<file path="src/rtl/side_ch_rec_arb.sv">
// Round-robin record arbiter for the side-channel FIFO write port.
// Each grant writes one whole record: a timestamped header word, then len payload words.
//
// state   | meaning
// --------+------------------------------------------------------------
// ST_IDLE | pick the next eligible requester (enabled, nonzero len, fits)
// ST_HDR  | write the header word once the FIFO is not full
// ST_DATA | forward payload words from the granted requester
// ST_DONE | one-cycle record close: start pulse, count, rotate priority
module side_ch_rec_arb #(
  parameter int NUM_REQ                = 2,
  parameter int C_M_AXIS_TDATA_WIDTH   = 64,
  parameter int MAX_NUM_DMA_SYMBOL     = 8192,
  parameter int MAX_BIT_NUM_DMA_SYMBOL = 14
) (
  input  logic                                        clk,
  input  logic                                        rstn,
  input  logic                                        arb_en,
  input  logic [NUM_REQ-1:0]                          req,
  input  logic [NUM_REQ*MAX_BIT_NUM_DMA_SYMBOL-1:0]   req_len,
  input  logic [NUM_REQ*C_M_AXIS_TDATA_WIDTH-1:0]     src_data,
  input  logic [NUM_REQ-1:0]                          src_valid,
  output logic [NUM_REQ-1:0]                          src_ask,
  output logic [NUM_REQ-1:0]                          grant,
  input  logic [63:0]                                 tsf_runtime_val,
  input  logic [MAX_BIT_NUM_DMA_SYMBOL-1:0]           m_axis_data_count,
  input  logic                                        fulln_to_pl,
  output logic [C_M_AXIS_TDATA_WIDTH-1:0]             data_to_ps,
  output logic                                        data_to_ps_valid,
  output logic                                        m_axis_start_1trans,
  output logic [31:0]                                 rec_cnt
);

  localparam int LW = MAX_BIT_NUM_DMA_SYMBOL;
  localparam int SW = LW + 1;
  localparam int DW = C_M_AXIS_TDATA_WIDTH;
  localparam int IW = (NUM_REQ > 1) ? $clog2(NUM_REQ) : 1;
  localparam logic [SW-1:0] FIT_LIM = SW'(MAX_NUM_DMA_SYMBOL);
  localparam logic [SW-1:0] ONE_S   = SW'(1);

  typedef enum logic [1:0] {
    ST_IDLE,
    ST_HDR,
    ST_DATA,
    ST_DONE
  } state_t;

  state_t              state_q, state_d;
  logic [IW-1:0]       sel_q, sel_d;
  logic [IW-1:0]       last_grant_q, last_grant_d;
  logic [LW-1:0]       remain_q, remain_d;
  logic [LW-1:0]       len_q, len_d;
  logic [NUM_REQ-1:0]  grant_q, grant_d;
  logic [DW-1:0]       data_q, data_d;
  logic                valid_q, valid_d;
  logic                start_q, start_d;
  logic [31:0]         rec_cnt_q, rec_cnt_d;

  logic [NUM_REQ-1:0]  elig;
  logic [LW-1:0]       len_arr [NUM_REQ];
  logic                pick_found;
  logic [IW-1:0]       pick_idx;
  logic [LW-1:0]       pick_len;
  logic [DW-1:0]       sel_data;
  logic                sel_valid;
  logic                accept;
  logic [63:0]         hdr_word;
  logic                unused_tsf_hi;

  assign unused_tsf_hi = ^tsf_runtime_val[63:32];

  // Fit check is one bit wider than the count so count+len+1 cannot wrap.
  for (genvar g = 0; g < NUM_REQ; g++) begin : g_elig
    logic [SW-1:0] fit_sum;
    assign len_arr[g] = req_len[g*LW +: LW];
    assign fit_sum    = {1'b0, m_axis_data_count} + {1'b0, len_arr[g]} + ONE_S;
    assign elig[g]    = arb_en & req[g] & (len_arr[g] != '0) & (fit_sum <= FIT_LIM);
  end

  // Round robin: first eligible index above last_grant, else wrap from 0.
  always_comb begin
    pick_found = 1'b0;
    pick_idx   = '0;
    pick_len   = '0;
    for (int i = 0; i < NUM_REQ; i++) begin
      if (!pick_found && elig[i] && (IW'(i) > last_grant_q)) begin
        pick_found = 1'b1;
        pick_idx   = IW'(i);
        pick_len   = len_arr[i];
      end
    end
    for (int i = 0; i < NUM_REQ; i++) begin
      if (!pick_found && elig[i] && (IW'(i) <= last_grant_q)) begin
        pick_found = 1'b1;
        pick_idx   = IW'(i);
        pick_len   = len_arr[i];
      end
    end
  end

  always_comb begin
    sel_data  = '0;
    sel_valid = 1'b0;
    src_ask   = '0;
    for (int i = 0; i < NUM_REQ; i++) begin
      if (IW'(i) == sel_q) begin
        sel_data   = src_data[i*DW +: DW];
        sel_valid  = src_valid[i];
        src_ask[i] = (state_q == ST_DATA) & fulln_to_pl;
      end
    end
  end

  assign accept   = (state_q == ST_DATA) & fulln_to_pl & sel_valid;
  assign hdr_word = {8'hA5, 5'd0, 3'(sel_q), 16'(len_q), tsf_runtime_val[31:0]};

  always_comb begin
    state_d      = state_q;
    sel_d        = sel_q;
    last_grant_d = last_grant_q;
    remain_d     = remain_q;
    len_d        = len_q;
    grant_d      = grant_q;
    data_d       = data_q;
    valid_d      = 1'b0;
    start_d      = 1'b0;
    rec_cnt_d    = rec_cnt_q;
    case (state_q)
      ST_IDLE: begin
        if (pick_found) begin
          sel_d    = pick_idx;
          remain_d = pick_len;
          len_d    = pick_len;
          grant_d  = NUM_REQ'(1) << pick_idx;
          state_d  = ST_HDR;
        end
      end
      ST_HDR: begin
        if (fulln_to_pl) begin
          valid_d = 1'b1;
          data_d  = DW'(hdr_word);
          state_d = ST_DATA;
        end
      end
      ST_DATA: begin
        if (accept) begin
          valid_d  = 1'b1;
          data_d   = sel_data;
          remain_d = remain_q - 1'b1;
          if (remain_q == LW'(1)) begin
            start_d = 1'b1;
            state_d = ST_DONE;
          end
        end
      end
      ST_DONE: begin
        rec_cnt_d    = rec_cnt_q + 32'd1;
        last_grant_d = sel_q;
        grant_d      = '0;
        state_d      = ST_IDLE;
      end
      default: state_d = ST_IDLE;
    endcase
  end

  always_ff @(posedge clk or negedge rstn) begin
    if (!rstn) begin
      state_q      <= ST_IDLE;
      sel_q        <= '0;
      last_grant_q <= IW'(NUM_REQ - 1);
      remain_q     <= '0;
      len_q        <= '0;
      grant_q      <= '0;
      data_q       <= '0;
      valid_q      <= 1'b0;
      start_q      <= 1'b0;
      rec_cnt_q    <= '0;
    end else begin
      state_q      <= state_d;
      sel_q        <= sel_d;
      last_grant_q <= last_grant_d;
      remain_q     <= remain_d;
      len_q        <= len_d;
      grant_q      <= grant_d;
      data_q       <= data_d;
      valid_q      <= valid_d;
      start_q      <= start_d;
      rec_cnt_q    <= rec_cnt_d;
    end
  end

  assign grant               = grant_q;
  assign data_to_ps          = data_q;
  assign data_to_ps_valid    = valid_q;
  assign m_axis_start_1trans = start_q;
  assign rec_cnt             = rec_cnt_q;

endmodule

</file>
<file path="config.mk">
export PLATFORM = sky130hd
export DESIGN_NAME = side_ch_rec_arb
export DESIGN_NICKNAME = d
export VERILOG_FILES = /design/src/rtl/side_ch_rec_arb.sv
export SDC_FILE = /design/constraint.sdc
export NUM_CORES = 1
export LEC_CHECK = 0
export BUFFER_PORTS_ARGS = -buffer_cell sky130_fd_sc_hd__buf_4
export CAP_MARGIN = 20
export CORE_ASPECT_RATIO = 0.5
export CORE_MARGIN = 2
export CORE_UTILIZATION = 30
export DETAILED_ROUTE_END_ITERATION = 8
export HOLD_SLACK_MARGIN = 0.15
export PLACE_DENSITY = 0.55
export SLEW_MARGIN = 40
export SYNTH_ARGS = -nofsm -noshare
export SYNTH_HDL_FRONTEND = slang
export SYNTH_SLANG_ARGS = --single-unit
export TNS_END_PERCENT = 30
</file>
<file path="constraint.sdc">
create_clock -name clk -period 2.5 [get_ports clk]
set_input_delay 0.5 -clock clk [delete_from_list [all_inputs] [get_ports clk]]
set_output_delay 0.5 -clock clk [all_outputs]
set_load 0.05 [all_outputs]
</file>
After elaboration in Yosys (flattened, before gate mapping) --
Index checks and enable logic that the tools add are counted.
Word-level totals: memories 0, bits in writable memories 0, flip-flop bits (word level) 132, output and inout port bits 102, word-level logic and storage cells 94, latch bits 0, ROM bits 0
Cells by class: reduce and logical (&&, ||, !) cells 21, bitwise operators 8, multipliers 0, eq/ne operators 8, shift-type cells 1, div/mod/pow operators 0, mux-type cells 34, $lt $le $gt $ge 6, add/sub/neg operators 6
Operator list (number):
- two-way mux 64 bit | 3
- one-hot mux 64 bit (2 select lines) | 1
- two-way mux 14 bit | 6
- adder 32 x 1 -> 32 bit, second input constant | 1
- adder 14 x 14 -> 15 bit | 2
- adder 15 x 1 -> 15 bit, second input constant | 2
- <= comparator 15 x 14 -> 1 bit, second input constant | 2
- one-hot mux 14 bit (2 select lines) | 1
- nonzero test 14 bit | 2
- two-way mux 1 bit | 15
- == test 14 x 1 -> 1 bit, second input constant | 1
- subtractor 14 x 1 -> 14 bit, second input constant | 1
- two-way mux 2 bit | 5
- AND 1 bit | 8
- one-hot mux 2 bit (4 select lines) | 1
- logical AND 1 bit | 7
- != test 2 bit, second input constant | 3
- AND reduction 3 bit | 2
- nonzero test 2 bit | 3
- == test 2 bit, second input constant | 2
- one-hot mux 2 bit (2 select lines) | 1
- AND reduction 2 bit | 2
- AND reduction 4 bit | 1
- zero test 1 bit | 3
- other kinds (7) | 9

Longest topological paths before layout --
Gate-level depths: netlist of run 1.
depth in word-level cells 21, depth in mapped cells 14, mapped depth without buffers 12

Worst setup path after synthesis of run 1 --
No wires, ideal clock.
path type register to register, from register state_q[0], to register remain_q[13], data arrival time 3558 ps, setup time 136 ps, period minus slack after synthesis 3693 ps, path buffers 2, cell stages (with the launch flop) 13, path slack -1193 ps, cells stage by stage dfrtp_1 -> inv_1 -> ha_1 -> clkbuf_1 -> inv_2 -> nor3b_1 -> a22oi_1 -> nand2_1 -> o21ai_0 -> a31oi_4 -> buf_2 -> mux2i_1 -> o211ai_1
On the way: word-level cells in the longest chain between the ends 5, elaborated cells between the ends (all ways) 9
Ends and longest elaborated chain:
- from (decl) | RTL line 48 | state_t state_q, state_d;
- from (signal assigned) | RTL line 179 | state_q <= state_d;
- == test 2 bit | RTL line 114, 128
- AND 1 bit (2 in series) | RTL line 114 | assign accept = (state_q == ST_DATA) & fulln_to_pl & sel_valid;
- != test 2 bit (no source line)
- AND reduction 3 bit (no source line)
- to (signal assigned) | RTL line 182 | remain_q <= remain_d;
- to (decl) | RTL line 51 | logic [LW-1:0] remain_q, remain_d;
Several ways; a longest one is shown, not always the timed one. A chain may end at the register's enable or synchronous reset.

Worst setup path after layout of run 1 --
from input m_axis_data_count[4], to register len_q[2]
On the way: word-level cells in the longest chain between the ends 19, elaborated cells between the ends (all ways) 27
Ends and longest elaborated chain:
- from (decl) | RTL line 26 | input logic [MAX_BIT_NUM_DMA_SYMBOL-1:0] m_axis_data_count,
- adder 14 x 14 -> 15 bit | RTL line 76 | assign fit_sum = {1'b0, m_axis_data_count} + {1'b0, len_arr[g]} + ONE_S;
- adder 15 x 1 -> 15 bit | RTL line 76
- <= comparator 15 x 14 -> 1 bit | RTL line 77 | assign elig[g] = arb_en & req[g] & (len_arr[g] != '0) & (fit_sum <= FIT_LIM);
- AND 1 bit | RTL line 77
- logical AND 1 bit | RTL line 86 | if (!pick_found && elig[i] && (IW'(i) > last_grant_q)) begin
- two-way mux 1 bit | RTL line 86
- zero test 1 bit | RTL line 86
- logical AND 1 bit (2 in series) | RTL line 86
- two-way mux 1 bit | RTL line 86
- zero test 1 bit | RTL line 93 | if (!pick_found && elig[i] && (IW'(i) <= last_grant_q)) begin
- logical AND 1 bit (2 in series) | RTL line 93
- two-way mux 1 bit | RTL line 93
- zero test 1 bit | RTL line 93
- logical AND 1 bit (2 in series) | RTL line 93
- two-way mux 1 bit | RTL line 93
- AND reduction 2 bit (no source line)
- to (signal assigned) | RTL line 183 | len_q <= len_d;
- to (decl) | RTL line 52 | logic [LW-1:0] len_q, len_d;
Several ways; a longest one is shown, not always the timed one.

==> run metrics, run 1 <==
Max-Cap Viols=0; CP dominant cell by count=buf_6; worst-path cell chain=buf_8, ha_4, buf_6, and4_1, o21a_1, nor3_2, o21bai_2, o31a_1, or4_4, and2_4, o21a_4, buf_6, a22o_1, mux2_2; post-route insts no fill=1730; prevailing post-synth register cell=dfrtp_1; Worst path slowest cell=or4_4; initial antenna violation count=0; First DRT Iteration DRCs=536; Final TNS setup=-16320 ps; Setup violations, final=33; DR DRC count=0; Ys Warns=0; Final Slew Violations=0; Longest Clk Path Bufs=2; number of enable flip-flop cells after synthesis=0; #FFs+latches synth=132; Hold Crit Start=tsf_runtime_val[14]; DP Area=12000 µm²; Min-Delay Path Class=input pin to flop; Largest stage delay, worst path=530 ps; # fillers=2672; met1 Use GR=25.4%; Final Cell Area=between 10000 and 15000 µm²; placed cell count=1684; first-pass GRT wire length=44400 µm; die width=239 µm; status=finished with violations; failing checks=setup timing; Final WS setup=-577 ps; Area growth syn-to-layout=58.7%; via count=8558; vias in the first global route=about 8400; dpl ws=-1190 ps; TritonCTS buffer count=17; fin nets=1613; reg-to-reg critical path endpoint=state_q[1]; die area=29200 µm²; commonest non-fill, non-tap cell in the layout=buf_4; Netlist Area Pre-Place=8320 µm²; mean post-synth cell area=roughly 9 µm²; Net Count, Synth=1204; M2 GR Usage=33.5%; WL per Instance=between 15 and 20 µm; Crit path depth=14; r2r startpoint=remain_q[6]; layout cells sized above 1=42.1%; port bufs=311; crit path DAT=3380 ps; Slew headroom=52.3%; # diodes=0; R2R depth=9; Worst Path Class, Setup=input pin to flop; CTS tree=yes; Final Cycle Share=123%; Buf+Inv Stages, Crit Path=3; worst setup path endpoint=len_q[2]; R2R setup slack=10 ps; crit-path max FO=5; Synth Instances=926; Starting Density=a little under a third; Hold Vio Cnt, Final=0; FP Rows=43; CP Capture Type=flop; total power=around 14000 µW; RSZ-0062 raised after global routing=yes; Pleak=0.00619 µW; largest net degree at the start of global routing=around 110; root buffer cell=clkbuf_16; Worst-Skew Late Latency=420 ps; CP startpoint kind=input pin; Routed Antenna Nets=0; Die Y=122 µm; core area=27500 µm²; Seq/Total Area, Yosys=39.7%; # clock sinks=132; hpwl dp=22500 µm; H-Tree Depth=4; GR Util met3=2.40%; final WL=28800 µm; Clock Skew=12.3 ps; grt ovf=0; busiest grt layer=met2; Netlist cell types=68; VDD IR max=0.782 mV; family with the most delay on the worst path=simple AND/OR/NAND/NOR gates; Clock transition at path regs=60 ps; Worst Setup SP=m_axis_data_count[4]; PwrDens=1080 nW/µm²; f_max=325 MHz; area of the multi-input gates=roughly 5300 µm²; Req. time, crit path=2800 ps; Min Clock Period, post-route=3080 ps; slew at the pin closest to its max-slew limit=715 ps; GP Congestion=between 0.8 and 0.9; most frequent cells in the layout=417 x buf_4, 130 x dfrtp_1, 103 x nand2_1; area of all sequential standard cells=3310 µm²; Total GRT Usage=between 10% and 20%; Ports=roughly 340; async set-reset flop share out of synthesis=between 90% and 100%; total iterations of the first detailed-routing run=5; vias per cell=just under 5
==> report_power, final <==
| part | switching, µW | internal, µW |
|---|---|---|
| logic | 5110 | 3110 |
| registers | 513 | 2930 |
| clock network | 1040 | 1530 |
==> synthesized netlist by cell type (all sizes together), types with 10 or more instances <==
cell | number | share of area, %
xnor2 | 28 | 2.9
a21o | 13 | 1.2
nand2 | 107 | 4.8
o21ai | 65 | 3.9
nor2 | 84 | 3.8
xor2 | 12 | 1.3
a21oi | 89 | 5.4
buf | 15 | 0.96
nor4 | 13 | 0.98
ha | 36 | 5.4
a31oi | 11 | 1.0
a211oi | 10 | 0.90
dfrtp | 131 | 39
inv | 19 | 0.86
nand4 | 15 | 1.1
and3 | 15 | 1.1
o211ai | 11 | 0.99
clkbuf | 37 | 1.7
o31ai | 20 | 1.8
mux2i | 64 | 7.7
nand3 | 17 | 1.0
==> final cells by class <==
class                           instances  area share, %
Multi-Input combinational cell        723           39.9
Timing Repair Buffer                  442           26.3
Sequential cell                       132           25.1
Tap cell                              382           3.62
Clock buffer                           18           3.33
Clock inverter                         14           1.25
Inverter                               19          0.550
==> tightest hold or removal path, stage by stage <==
cell	delay, ps
buf_4	80
a21oi_1	50
o21ai_0	120
==> kinds of logic (layout without fill, tap and decap cells) <==
logic type,after synthesis,after routing,share of synthesized area (%)
AO/OA/AOI/OAI,281,281,21.8
adder cells (fa/ha/maj),36,36,5.42
buffers and inverters,71,493,3.49
AND/OR/NAND/NOR,293,293,16.5
flip-flops,132,132,39.7
XOR/XNOR,40,40,4.21
multiplexers,73,73,8.92
==> routing by layer <==
metal  part of all wire, %  vias up
li1                      -     4227
met1                    45     4082
met2                    50      214
met3                   4.0       35
met4                   1.5        0
met5                     0        -
==> sequential cells by signal, indices dropped and copies added, names as in the netlist, 2 cells and up <==
signal	count
state_q	2
remain_q	14
grant	2
rec_cnt	32
len_q	14
data_to_ps	64
==> worst min path at each step <==
stage / slack [ps] / endpoint / depth (start not counted)
global route: 370 / data_to_ps[31] / 3
detailed placement: 470 / data_to_ps[63] / 1
CTS: 360 / data_to_ps_valid / 3
finish: 380 / data_to_ps[14] / 3
floorplan: 200 / data_to_ps[0] / 0
global placement: 460 / data_to_ps[51] / 2
==> per-stage QoR <==
step	hold slack, ps	utilization [%]
floorplan	204	-
CTS	363	47.3
global placement	461	43.8
finish	375	48.0
global route	370	48.0
detailed placement	467	43.8
==> what timing repair did <==
item	in CTS	in global routing
setup endpoints to repair	33	36
resized for setup	50	39
hold buffers	1	0
pin swaps	16	20
hold endpoints to repair	45	0
setup buffers	10	1
gates cloned	1	1
Power figures use the tool's default switching activity.
==> inputs of run 2 (changes only) <==
--- a/config.mk
+++ b/config.mk
@@ -5,6 +5,7 @@
 export SDC_FILE = /design/constraint.sdc
 export NUM_CORES = 1
 export LEC_CHECK = 0
+export ABC_AREA = 1
 export BUFFER_PORTS_ARGS = -buffer_cell sky130_fd_sc_hd__buf_4
 export CAP_MARGIN = 20
 export CORE_ASPECT_RATIO = 0.5
@@ -12,7 +13,7 @@
 export CORE_UTILIZATION = 30
 export DETAILED_ROUTE_END_ITERATION = 8
 export HOLD_SLACK_MARGIN = 0.15
-export PLACE_DENSITY = 0.55
+export PLACE_DENSITY = 0.54
 export SLEW_MARGIN = 40
 export SYNTH_ARGS = -nofsm -noshare
 export SYNTH_HDL_FRONTEND = slang
==> run 2 against run 1 <==
  * Global-route usage grew 0.36 points
  * Synthesized cell count up 30%
  * Clock power is essentially flat
  * Clock-buffer cell count is 1 lower
  * Routed wire length rose by 9.4%
  * Sequential cell count unchanged
  * First-iteration DRC count is 14% higher
  * Total power rose by 3.9%
  * The run now ends clean
  * Critical path type unchanged
  * Combinational power rose by 6.6%
  * Sequential power barely moved
  * Final area increased by 0.76%
  * Largest cell class unchanged
==> run metrics, run 2 <==
Synth Instances=1208 (was 926); Seq/Total Area, Yosys=37.0% (was 39.7%); hpwl dp=24500 µm (was 22500 µm); Total GRT Usage=19.6% (was 19.2%); Clock transition at path regs=70 ps (was 60 ps); vias per cell=4.85 (was 4.95); Hold Crit Start=fulln_to_pl (was tsf_runtime_val[14]); First DRT Iteration DRCs=612 (was 536); GP Congestion=0.897 (was 0.855); slew at the pin closest to its max-slew limit=681 ps (was 715 ps); Slew headroom=54.6% (was 52.3%); Area contributors post-synth=dfrtp_1 37%, nand2_1 15%, nand3_1 7.8%, ha_1 5.0%, o21a_1 5.0% (was dfrtp_1 39%, mux2i_1 7.7%, ha_1 5.4%, a21oi_1 5.2%, nand2_1 4.8%); PwrDens=1110 nW/µm² (was 1080 nW/µm²); most frequent cells in the layout=398 x buf_4, 326 x nand2_1, 135 x nand3_1 (was 417 x buf_4, 130 x dfrtp_1, 103 x nand2_1); Worst-Skew Late Latency=420 ps (about the same); CP Capture Type=flop (unchanged); first-pass GRT wire length=48600 µm (was 44400 µm); Routed Antenna Nets=0 (unchanged); DP Area=12300 µm² (was 12000 µm²); async set-reset flop share out of synthesis=100% (unchanged); Min Clock Period, post-route=2410 ps (was 3080 ps); grt ovf=0 (unchanged); number of flip-flops in the largest register=64 (unchanged); die width=248 µm (was 239 µm); die area=31200 µm² (was 29200 µm²); CP startpoint kind=input pin (unchanged); VDD IR max=0.908 mV (was 0.782 mV); f_max=416 MHz (was 325 MHz); Setup violations, final=0 (was 33); status=complete, no violations (was finished with violations); via count=9658 (was 8558); Netlist Area Pre-Place=8930 µm² (was 8320 µm²); layout cells sized above 1=34.4% (was 42.1%); crit-path max FO=14 (was 5); prevailing post-synth register cell=dfrtp_1 (unchanged); largest net degree at the start of global routing=65 (was 114); crit path DAT=2720 ps (was 3380 ps); Final Cell Area=13300 µm² (was 13200 µm²); commonest non-fill, non-tap cell in the layout=buf_4 (unchanged); Starting Density=30.6% (was 30.3%); mean post-synth cell area=7.39 µm² (was 8.98 µm²); # fillers=2880 (was 2672); post-route insts no fill=1993 (was 1730); Area growth syn-to-layout=49.0% (was 58.7%); fin nets=1866 (was 1613); core area=29100 µm² (was 27500 µm²); FP Rows=44 (was 43); cell with the most instances after synthesis=nand2_1 (was dfrtp_1); initial antenna violation count=1 (was 0); R2R setup slack=130 ps (was 10 ps); Max-Cap Viols=0 (unchanged); Ys Warns=0 (unchanged); R2R depth=12 (was 9); root buffer cell=clkbuf_16 (unchanged); WL per Instance=15.8 µm (was 16.6 µm); vias in the first global route=9360 (was 8364); H-Tree Depth=4 (unchanged); Longest Clk Path Bufs=2 (unchanged); CTS tree=yes (unchanged); Req. time, crit path=2810 ps (was 2800 ps); DR DRC count=0 (unchanged); placed cell count=1948 (was 1684); final WL=31500 µm (was 28800 µm); Hold Path Cell Cnt=3 (unchanged); Pleak=0.00653 µW (was 0.00619 µW); total iterations of the first detailed-routing run=5 (unchanged); Net Count, Synth=1486 (was 1204); # clock sinks=132 (unchanged); hold slack=344 ps (was 375 ps); WHS Endpoint=data_to_ps_valid (was data_to_ps[14]); Worst Path Class, Setup=input pin to flop (unchanged); Die Y=126 µm (was 122 µm); r2r startpoint=rec_cnt[0] (was remain_q[6]); RSZ-0062 raised after global routing=yes (unchanged); reg-to-reg critical path endpoint=rec_cnt[31] (was state_q[1]); number of enable flip-flop cells after synthesis=0 (unchanged); Min-Delay Path Class=input pin to flop (unchanged); #FFs+latches synth=132 (unchanged); cell taking the most area after synthesis=dfrtp_1 (unchanged); TritonCTS buffer count=17 (unchanged); Clock Skew=10.6 ps (was 12.3 ps); port bufs=311 (unchanged); Final Slew Violations=0 (unchanged); most frequent cells after synthesis=345 x nand2_1, 140 x nand3_1, 131 x dfrtp_1 (was 131 x dfrtp_1, 107 x nand2_1, 87 x a21oi_1); Final Cycle Share=96.2% (was 123%); Synth top area share=36.7% (was 39.4%); Hold Vio Cnt, Final=0 (unchanged); Ports=344 (unchanged); Netlist cell types=47 (was 68)
## run 2: cell count changes in the layout (fill, tap and decap cells not counted), sizes merged, moves of 53 or more
cell	delta
a21oi	-65
nand2	+254
mux2i	-64
inv	+103
nand3	+129
o21a	+53
## run 2: repair_timing
action / CTS / global route
setup endpoints to repair: 0 / 67
gates resized for setup: 0 / 62
hold buffers: 1 / 0
endpoints found under the hold margin: 39 / 0
buffers inserted: 0 / 7
## run 2: worst max-delay path: stages
cell and delay, ps:
buf_4 140, ha_1 330, nand2_1 110, inv_1 50, a21oi_2 170, nand2_2 110, nand2_2 90, nand2_2 60
nand2_1 60, nand2_1 50, nor2_1 130, nand3_2 150, nand2_2 130, nand3_4 160, nand3_2 110, nand2_1 120
o21ai_0 180, nand2_1 60
## run 2: per-stage QoR
stage               setup slack (ps)  total power (µW)  util [%]  setup TNS, ps
floorplan                       45.7              9180         -              0
global placement                -343             11700      42.1          -9520
detailed placement              -419             11900      42.1         -10790
CTS                             3.42             14500      44.2              0
global route                   -40.4             15800      45.7           -284
finish                          94.8             14800      45.7              0
## run 2: worst max-delay path by stage
stage	startpoint	to	slack (ps)	cells past startpoint
final	m_axis_data_count[6]	remain_q[9]	90	18
after floorplan	state_q[0]	data_to_ps[26]	50	15
after detailed placement	req_len[15]	remain_q[9]	-420	18
after global routing	rec_cnt[0]	rec_cnt[31]	-40	12
after CTS	state_q[0]	rec_cnt[28]	3	9
after global placement	req_len[5]	remain_q[8]	-340	18
## run 2: where the power goes
part	internal, µW	switching, µW	leakage, µW	total, µW
logic	3080	5680	0.00458	8760
clock network	1440	1110	0.000299	2550
registers	2970	508	0.00165	3480
## run 2: kinds of logic after synthesis
| group | synth area share, % |
|---|---|
| adder cells (fa/ha/maj) | 5.05 |
| XOR/XNOR | 3.45 |
| AND/OR/NAND/NOR | 35.0 |
| flip-flops | 37.0 |
| buffers and inverters | 7.84 |
| AO/OA/AOI/OAI | 11.7 |
## run 2: metal layers
layer | track usage (%) | share of wire (%) | up-vias
li1 | - | - | 4787
met1 | 24.6 | 44 | 4597
met2 | 34.1 | 49 | 228
met3 | 4.01 | 5.2 | 46
met4 | 5.67 | 2.4 | 0
met5 | 0 | 0 | -
## run 2: layout make-up
| type | count | area (µm²) | area share (%) |
|---|---|---|---|
| inverter | 118 | 443 | 3.33 |
| sequential | 132 | 3310 | 24.9 |
| antenna | 1 | 2.50 | 0.0188 |
| timing repair buffer | 411 | 3230 | 24.3 |
| tap | 391 | 489 | 3.68 |
| clock inverter | 15 | 178 | 1.34 |
| multi-input combinational | 908 | 5230 | 39.3 |
| clock buffer | 17 | 425 | 3.20 |
